File: src/rtl/kwan_cpu_pkg.sv
// Shared types and constants for the SAP-style 8-bit CPU control path.
// Contents:
//   OPW, NSTEP, STEPW - opcode width, micro-steps per instruction, step width
//   opcode_e          - instruction opcodes
//   step_t            - micro-step counter type (T0..T4)
//   seq_state_e       - run/halt states of the sequencer
//   ctrl_t            - packed control word (active-low lines end in '_')
//   CTRL_IDLE         - control word with every line deasserted
package kwan_cpu_pkg;

  localparam int OPW   = 4;
  localparam int NSTEP = 5;
  localparam int STEPW = $clog2(NSTEP);

  typedef logic [STEPW-1:0] step_t;

  localparam step_t STEP_MAX = step_t'(NSTEP - 1);

  typedef enum logic [OPW-1:0] {
    OP_NOP = 4'b0000,
    OP_LDA = 4'b0001,
    OP_ADD = 4'b0010,
    OP_SUB = 4'b0011,
    OP_STA = 4'b0100,
    OP_LDI = 4'b0101,
    OP_JMP = 4'b0110,
    OP_JC  = 4'b0111,
    OP_JZ  = 4'b1000,
    OP_OUT = 4'b1110,
    OP_HLT = 4'b1111
  } opcode_e;

  typedef enum logic {
    ST_RUN  = 1'b0,
    ST_HALT = 1'b1
  } seq_state_e;

  typedef struct packed {
    logic hlt;
    logic mi_;
    logic ri_;
    logic ro_;
    logic io_;
    logic ii_;
    logic ai_;
    logic ao_;
    logic eo_;
    logic bi_;
    logic oi_;
    logic co_;
    logic j_;
    logic fi_;
    logic su;
    logic ce;
  } ctrl_t;

  localparam ctrl_t CTRL_IDLE = '{
    hlt: 1'b0, mi_: 1'b1, ri_: 1'b1, ro_: 1'b1, io_: 1'b1, ii_: 1'b1,
    ai_: 1'b1, ao_: 1'b1, eo_: 1'b1, bi_: 1'b1, oi_: 1'b1, co_: 1'b1,
    j_: 1'b1, fi_: 1'b1, su: 1'b0, ce: 1'b0
  };

endpackage

File: src/rtl/sap_microcode_rom.sv
// Combinational microcode ROM: (opcode, micro-step, flags) -> control word.
// Ports:
//   i_op    in  OPW  opcode from instruction register
//   i_step  in  step current micro-step
//   i_cf    in  1    carry flag (used by JC)
//   i_zf    in  1    zero flag (used by JZ)
//   o_ctrl  out      control word for this step
//   o_last  out 1    this step ends the instruction
module sap_microcode_rom
  import kwan_cpu_pkg::*;
(
  input  logic [OPW-1:0] i_op,
  input  step_t          i_step,
  input  logic           i_cf,
  input  logic           i_zf,
  output ctrl_t          o_ctrl,
  output logic           o_last
);

  // NOTE: every output gets a default before the case so no path leaves it
  // unassigned; otherwise synthesis would infer latches.
  always_comb begin
    o_ctrl = CTRL_IDLE;
    o_last = 1'b0;
    case (i_step)
      3'd0: begin
        o_ctrl.co_ = 1'b0;
        o_ctrl.mi_ = 1'b0;
      end
      3'd1: begin
        o_ctrl.ro_ = 1'b0;
        o_ctrl.ii_ = 1'b0;
        o_ctrl.ce  = 1'b1;
      end
      3'd2: begin
        case (i_op)
          OP_LDA, OP_ADD, OP_SUB, OP_STA: begin
            o_ctrl.io_ = 1'b0;
            o_ctrl.mi_ = 1'b0;
          end
          OP_LDI: begin
            o_ctrl.io_ = 1'b0;
            o_ctrl.ai_ = 1'b0;
            o_last     = 1'b1;
          end
          OP_JMP: begin
            o_ctrl.io_ = 1'b0;
            o_ctrl.j_  = 1'b0;
            o_last     = 1'b1;
          end
          // Conditional jumps always drive IR onto the bus; only the PC load
          // depends on the flag.
          OP_JC: begin
            o_ctrl.io_ = 1'b0;
            o_ctrl.j_  = ~i_cf;
            o_last     = 1'b1;
          end
          OP_JZ: begin
            o_ctrl.io_ = 1'b0;
            o_ctrl.j_  = ~i_zf;
            o_last     = 1'b1;
          end
          OP_OUT: begin
            o_ctrl.ao_ = 1'b0;
            o_ctrl.oi_ = 1'b0;
            o_last     = 1'b1;
          end
          OP_HLT: begin
            o_ctrl.hlt = 1'b1;
            o_last     = 1'b1;
          end
          default: o_last = 1'b1;  // NOP and undefined opcodes
        endcase
      end
      3'd3: begin
        case (i_op)
          OP_LDA: begin
            o_ctrl.ro_ = 1'b0;
            o_ctrl.ai_ = 1'b0;
            o_last     = 1'b1;
          end
          OP_ADD, OP_SUB: begin
            o_ctrl.ro_ = 1'b0;
            o_ctrl.bi_ = 1'b0;
            o_ctrl.su  = (i_op == OP_SUB);
          end
          OP_STA: begin
            o_ctrl.ao_ = 1'b0;
            o_ctrl.ri_ = 1'b0;
            o_last     = 1'b1;
          end
          default: o_last = 1'b1;
        endcase
      end
      3'd4: begin
        if (i_op == OP_ADD || i_op == OP_SUB) begin
          o_ctrl.eo_ = 1'b0;
          o_ctrl.ai_ = 1'b0;
          o_ctrl.fi_ = 1'b0;
          o_ctrl.su  = (i_op == OP_SUB);
        end
        o_last = 1'b1;
      end
      default: o_last = 1'b1;
    endcase
    // The final step always wraps, whatever the opcode.
    if (i_step >= STEP_MAX) o_last = 1'b1;
  end

endmodule

File: src/rtl/sap_control_seq.sv
// Control sequencer: micro-step counter plus run/halt FSM around the
// microcode ROM. The control word is combinational from the current step,
// opcode, flags and halt state; reset and halt override the ROM output.
// Ports:
//   clk, rst            clock; synchronous active-high reset
//   ir_op [OPW]         opcode field of the instruction register
//   cf, zf              registered ALU flags
//   hlt, su, ce         active-high control lines
//   mi_ .. fi_          active-low control lines
//   step [3]            current micro-step (debug)
//   halted              halt state reached
module sap_control_seq
  import kwan_cpu_pkg::*;
(
  input  logic           clk,
  input  logic           rst,
  input  logic [OPW-1:0] ir_op,
  input  logic           cf,
  input  logic           zf,
  output logic           hlt,
  output logic           mi_,
  output logic           ri_,
  output logic           ro_,
  output logic           io_,
  output logic           ii_,
  output logic           ai_,
  output logic           ao_,
  output logic           eo_,
  output logic           bi_,
  output logic           oi_,
  output logic           co_,
  output logic           j_,
  output logic           fi_,
  output logic           su,
  output logic           ce,
  output logic [2:0]     step,
  output logic           halted
);

  seq_state_e r_state;
  seq_state_e w_state_nxt;
  step_t      r_step;
  step_t      w_step_nxt;
  ctrl_t      w_rom_ctrl;
  logic       w_rom_last;
  ctrl_t      w_ctrl;

  sap_microcode_rom u_rom (
    .i_op   (ir_op),
    .i_step (r_step),
    .i_cf   (cf),
    .i_zf   (zf),
    .o_ctrl (w_rom_ctrl),
    .o_last (w_rom_last)
  );

  // NOTE: state registers use non-blocking assignments so every flop samples
  // the pre-edge values, independent of process ordering.
  always_ff @(posedge clk) begin
    if (rst) begin
      r_state <= ST_RUN;
      r_step  <= '0;
    end else begin
      r_state <= w_state_nxt;
      r_step  <= w_step_nxt;
    end
  end

  always_comb begin
    w_state_nxt = r_state;
    w_step_nxt  = r_step;
    w_ctrl      = CTRL_IDLE;
    case (r_state)
      ST_RUN: begin
        w_ctrl = w_rom_ctrl;
        if (w_rom_ctrl.hlt) begin
          w_state_nxt = ST_HALT;
          w_step_nxt  = '0;
        end else if (w_rom_last) begin
          w_step_nxt = '0;
        end else begin
          w_step_nxt = r_step + 1'b1;
        end
      end
      ST_HALT: w_ctrl.hlt = 1'b1;  // step frozen, only rst leaves
      default: w_state_nxt = ST_RUN;
    endcase
    // Reset forces the idle word in the same cycle it is asserted.
    if (rst) w_ctrl = CTRL_IDLE;
  end

  assign hlt    = w_ctrl.hlt;
  assign mi_    = w_ctrl.mi_;
  assign ri_    = w_ctrl.ri_;
  assign ro_    = w_ctrl.ro_;
  assign io_    = w_ctrl.io_;
  assign ii_    = w_ctrl.ii_;
  assign ai_    = w_ctrl.ai_;
  assign ao_    = w_ctrl.ao_;
  assign eo_    = w_ctrl.eo_;
  assign bi_    = w_ctrl.bi_;
  assign oi_    = w_ctrl.oi_;
  assign co_    = w_ctrl.co_;
  assign j_     = w_ctrl.j_;
  assign fi_    = w_ctrl.fi_;
  assign su     = w_ctrl.su;
  assign ce     = w_ctrl.ce;
  assign step   = r_step;
  assign halted = (r_state == ST_HALT);

endmodule

File: config.mk
export PLATFORM = sky130hd
export DESIGN_NAME = sap_control_seq
export DESIGN_NICKNAME = d
export VERILOG_FILES = /design/src/rtl/kwan_cpu_pkg.sv /design/src/rtl/sap_microcode_rom.sv /design/src/rtl/sap_control_seq.sv
export SDC_FILE = /design/constraint.sdc
export NUM_CORES = 1
export LEC_CHECK = 0
export CAP_MARGIN = 15
export CORE_UTILIZATION = 36
export DETAILED_ROUTE_END_ITERATION = 8
export PLACE_DENSITY = 0.78
export RECOVER_POWER = 25
export SYNTH_ARGS = -nofsm -noshare
export SYNTH_HDL_FRONTEND = slang
export SYNTH_SLANG_ARGS = --single-unit
File: constraint.sdc
create_clock -name clk -period 1.4 [get_ports clk]
set_input_delay 0.28 -clock clk [delete_from_list [all_inputs] [get_ports clk]]
set_output_delay 0.28 -clock clk [all_outputs]
set_load 0.005 [all_outputs]
Word level (Yosys, flattened, before mapping):

Cells that the tools add are included.

* register bits after elaboration: 4
* latch bits: 0
* bits of input ports: 8
* bits in writable memories: 0
* logic and storage cells: 66
* memories: 0
* memory bits (read-only): 0

* $mul: 0
* equal/unequal tests: 14
* add/subtract/negate cells: 1
* muxes and demuxes: 38
* bitwise operators: 3
* reduce and logical (&&, ||, !) cells: 7
* $lt $le $gt $ge: 1
* shift operators: 0
* div/mod/pow operators: 0

Operators by type and width (count)
* $mux W1: 25
* $eq A4 B3 Y1 const B: 4
* $mux W16: 1
* $mux W15: 1
* $eq A4 B4 Y1 const B: 3
* $pmux W1 S2: 5
* $pmux W1 S3: 3
* $eq A4 B2 Y1 const B: 2
* $reduce_or A8 Y1: 1
* $eq A3 B2 Y1 const B: 2
* $mux W3: 2
* $eq A4 B1 Y1 const B: 1
* $reduce_or A2 Y1: 2
* $reduce_or A4 Y1: 1
* $add A3 B1 Y3 const B: 1
* $eq A3 B1 Y1 const B: 1
* $eq A3 B3 Y1 const B: 1
* $ge A3 B3 Y1 const B: 1
* $logic_not A3 Y1: 1
* $not A1 Y1: 3
* $reduce_or A3 Y1: 1
* $mux W2: 1
* $logic_or A1 B1 Y1: 1

Logic depth before layout (Yosys ltp):

* word-level depth: 7
* mapped depth: 6
* gate-level depth less buffers: 5

Cells and area by module:

From an unflattened synthesis, not the netlist that was laid out.

* cell total of the unflattened synthesis: 87
* area total of the unflattened synthesis: 610.6 µm²

Modules (own cells, without submodules)
* sap_microcode_rom: instances 1, cells each 49, seq. area each 0.0 µm², area an instance 322.8 µm²
* sap_control_seq: instances 1, cells each 38, seq. area each 80.1 µm², area an instance 287.8 µm²

Worst setup path before layout:

OpenSTA, ideal clock, no wires.

* path type: reg-to-output
* start: register r_step[0] (netlist: step[0])
* end: output ai_
* required time: 1.120 ns
* path slack: -0.100 ns
* arrival: 1.220 ns
* stages on the path, launching flop included: 7
* cell sequence: dfxtp_1 > inv_1 > ha_1 > buf_12 > nor2b_1 > mux2i_1 > o2111ai_1

* longest elaborated chain between the ends: 4
* elaborated cells on any way between the ends: 6
* those cells by class: 3 x eq/ne; 3 x mux

Ends and longest elaborated chain
* start, declared: RTL line sap_control_seq.sv:42 `step_t r_step;`
* start signal, assigned: RTL line sap_control_seq.sv:65 `r_step <= w_step_nxt;`
* $eq A3 B3 Y1 / $eq A3 B2 Y1 (equally long branches): RTL line sap_microcode_rom.sv:25 `case (i_step)`
* $pmux W1 S3 (*): RTL line sap_microcode_rom.sv:25
* $mux W15 (*): RTL line sap_control_seq.sv:73 `case (r_state)`
* $mux W16 (*): RTL line sap_control_seq.sv:89 `if (rst) w_ctrl = CTRL_IDLE;`
* end, declared: RTL line sap_control_seq.sv:26 `output logic ai_,`

Mark *: on every way between the ends. The rest lies on a longest branch, timed or not.

Worst setup path in the final report:

Ends and elaborated chain as after synthesis.

==> run summary <==
The cell area after synthesis came out at about 600 um2. The number of antenna-violating nets in the routed design came out at 0. The instance area after placement came out at 1060 um2. The area of the die is roughly 1800 um2. In the synthesized netlist, the number of instances is 72. Setup violations remaining at the end of the flow were counted as 20. The count of cells along the worst hold path came out at 2.

The end of the worst register-to-register path is step[1]. The flow ran to the end, but the final reports show violations. The DRC violation count after routing is 0. The final weighted congestion of routability-driven global placement is ~0.84. The area used by multi-input combinational logic came out at slightly above 600 um2. The number of cells on the worst reg-to-reg path is 8. The number of I/O port buffers is 27. The total number of placement rows is 14.

The number of buffers on the longest clock path is 2. The first detailed-routing pass took 4 iterations. Setup repair after global routing could not meet its margin everywhere.

The overall global routing resource usage came out at 0.369. The final standard cell area without fillers came out at approximately 1500 um2. The critical path contains buffers and inverters numbering 3 combined. The register cell area after layout came out at ~90 um2. The die span in x is approximately 43 um. For this design, the CTS-stage hold fixing added 0 buffers.

Walking the worst path, the cells encountered are buf_6 > inv_6 > ha_4 > nor2b_4 > mux2i_1 > o2111ai_1 > buf_2. STA classifies the critical path startpoint as a flip-flop. In the finished design, the share of the clock period the worst path needs comes to 1.39. By count the netlist is led by sky130_fd_sc_hd__inv_1, sky130_fd_sc_hd__nand2_1, sky130_fd_sc_hd__ha_1, sky130_fd_sc_hd__nand3_1, sky130_fd_sc_hd__nor2_1. The number of cells on the critical path is 7. The clock net sink count is 4. The relative max-transition margin is 0.739.

The count of final hold-check violations came out at 0. The final setup slack of the worst path came out at -540 ps. The most critical setup path has its startpoint at step[0]. The overall via count from detail_route is slightly below 1000. The cell chosen for the clock root is sky130_fd_sc_hd__clkbuf_4. The slack of the worst reg-to-reg path came out at -220 ps. The final layout contains between 150 and 200 nets. Of the post-synthesis cell area, the dominant cell type holds 0.133. The post-detailed-routing wire length came out at roughly 3900 um.

The number of pins exceeding their max-slew limit in the final report is 0. The largest fanout on the critical path is 3. The number of fillers in the final layout is between 40 and 50. The worst hold path class is reg2reg.

For the pin with the worst max-slew slack, the measured transition is around 400 ps. The fmax is 0.515 GHz. In this run the mean area of a mapped cell was about 8.4 um2. The overall die height is around 43 um.

IR analysis of the VDD net gives a maximum drop of around 0.0012 V. The synthesized netlist contains 36 unique library cells. The clock network latency to the later pin of the worst-skew pair is ~250 ps. The number of violations of the max-capacitance limit came out at 0. The termination of the worst setup path is ai_. Entering global routing, the biggest net connects 10 pins.

The minimum hold slack came out at roughly 640 ps. The checks that failed: setup timing. In this run the critical register-to-register path is launched from step[0].

The total overflow reported by the global router is 0. The average vias per placed instance came out at about 6. In this run the number of H-tree levels came out at 1. The smallest clock period supported by the final layout is computed as approximately 1900 ps.

The capturing element type of the critical path is an output pin. The count of warnings emitted by yosys came out at 0. For the worst setup path, the data required time is 1120 ps. The via count of the first global-routing pass came to between 900 and 1000.

TritonCTS built the clock tree. The signal arrival time at the worst endpoint came out at about 1700 ps. The total half-perimeter wirelength after legalization and detailed placement is 1520 um.

The post-synthesis sequential area ratio is 0.133. The post-synthesis sequential element count is 4. The initial cell density of the core is 0.390.

By startpoint and endpoint, the worst setup path is classified as reg2out. In the post-synthesis netlist, the biggest area contributors are sky130_fd_sc_hd__dfxtp_1, sky130_fd_sc_hd__ha_1, sky130_fd_sc_hd__inv_1. The kind of cell with the highest combined delay on the critical path is flip-flops. The critical-path cell with the highest stage delay is sky130_fd_sc_hd__dfxtp_4. The net count of the mapped netlist is 85.

The detailed router's first-iteration violation count came out at between 40 and 50. After clock tree synthesis, the clock-pin slew on the worst setup and hold paths is around 50 ps. In this run the static leakage power is 0.627 nW. The largest area contributor in the synthesized netlist is sky130_fd_sc_hd__dfxtp_1. In the synthesized netlist the dominant register cell turns out to be sky130_fd_sc_hd__dfxtp_1. The maximum cell stage delay along the critical path came out at 360 ps. The total power per unit cell area came out at 1200 nW/um2.

The boundary pin count is 28. The average wire length per cell after detail routing came out at 23.4 um. TritonCTS created 3 clock buffers. By instance count, the leading cell after synthesis is sky130_fd_sc_hd__inv_1. For this run, asynchronously set or reset flops after synthesis account for 0. The number of antenna violations at the first check in global routing is 0.

The share of post-route cells with drive strength above 1 is 0.765. The total inserted antenna cells came out at 0. The count of flip-flops with a built-in enable after synthesis is 0.

The global-route wire length before repair came out at approximately 4900 um. The floorplan step defined a core boundary enclosing between 1500 and 2000 um2. The area added between synthesis and finish came out at 142%. The final worst clock skew is approximately 12 ps.
placed cells by master (no fill, tap or decap), types with 2 or more instances in the layout:
| master | count |
|---|---|
| sky130_fd_sc_hd__dlygate4sd2_1 | 4 |
| sky130_fd_sc_hd__inv_4 | 2 |
| sky130_fd_sc_hd__inv_2 | 2 |
| sky130_fd_sc_hd__dfxtp_2 | 2 |
| sky130_fd_sc_hd__buf_4 | 28 |
| sky130_fd_sc_hd__ha_4 | 5 |
| sky130_fd_sc_hd__o31ai_1 | 2 |
| sky130_fd_sc_hd__nor2_2 | 2 |
| sky130_fd_sc_hd__dfxtp_4 | 2 |
| sky130_fd_sc_hd__clkbuf_4 | 3 |
| sky130_fd_sc_hd__buf_2 | 17 |
| sky130_fd_sc_hd__clkdlybuf4s50_1 | 2 |
| sky130_fd_sc_hd__nand2_2 | 2 |
| sky130_fd_sc_hd__o21ai_2 | 2 |
| sky130_fd_sc_hd__and2_4 | 2 |
| sky130_fd_sc_hd__inv_1 | 4 |
| sky130_fd_sc_hd__buf_6 | 22 |
| sky130_fd_sc_hd__nor2_1 | 3 |
| sky130_fd_sc_hd__buf_12 | 2 |
| sky130_fd_sc_hd__nand3_2 | 5 |
| sky130_fd_sc_hd__nand2_1 | 5 |
per-stage QoR:
step           setup WS, ps  utilization  instances  power, mW  TNS, ps
5_1_grt                -597        0.943        165       1.81    -6220
3_5_place_dp           -925        0.690        138      0.966   -14090
2_1_floorplan          17.1            -         72      0.552        0
6_report               -540        0.943        165       1.74    -5760
4_1_cts                -449        0.894        164       1.50    -4830
3_3_place_gp           -878        0.690        138      0.932   -13380
per-layer routing:
layer,wire length [um],share of wire,up-vias,track usage
li1,-,-,413,-
met4,294,0.076,0,0.231
met2,1910,0.49,84,0.670
met3,313,0.081,35,0.0638
met5,0,0,-,0
met1,1340,0.35,458,0.382
tightest hold or removal path: stages, from the launching register on:
cell	delay, ps
sky130_fd_sc_hd__dfxtp_4	370
sky130_fd_sc_hd__buf_4	150
sky130_fd_sc_hd__o31ai_1	80
kinds of logic (layout without fill, tap and decap cells):
| logic type | count (synthesis) | count (layout) | share of synthesized area |
|---|---|---|---|
| AOI/OAI and AO/OA | 18 | 18 | 0.258 |
| xor gates and xnor gates | 1 | 1 | 0.0146 |
| adders and majority gates | 5 | 5 | 0.104 |
| buffers and inverters | 13 | 90 | 0.148 |
| DFF | 4 | 4 | 0.133 |
| muxes | 1 | 1 | 0.0166 |
| and+or+nand+nor | 30 | 30 | 0.326 |
how the worst min path moves through the flow:
stage,slack (ps),from,endpoint
2_1_floorplan,460,rst,halted
3_3_place_gp,560,step[0],step[0]
3_5_place_dp,560,step[0],step[0]
4_1_cts,620,step[0],step[0]
5_1_grt,650,step[0],step[0]
6_report,640,step[0],step[0]
state kept, by name, summed over array words and instances (netlist names):
name / cells
halted: 1
step: 3
power breakdown:
part / switching (mW) / internal [mW] / total, mW
logic: 0.605 / 0.764 / 1.37
clock network: 0.0642 / 0.108 / 0.172
registers: 0.0471 / 0.153 / 0.201
repair_timing:
item                                    CTS  global route
endpoints found under the setup margin   23            20
pin swaps                                21            11
gates cloned                              1             0
endpoints found under the hold margin     0             0
gates resized for setup                 133            20
setup buffers                            21             6
cell type report:
type / count / share of cell area
Multi-Input combinational cell: 55 / 0.423
Sequential cell: 4 / 0.0620
Timing Repair Buffer: 77 / 0.454
Inverter: 9 / 0.0301
Clock buffer: 4 / 0.0181
Tap cell: 16 / 0.0138
No activity file was read; power rests on OpenSTA's default activity.
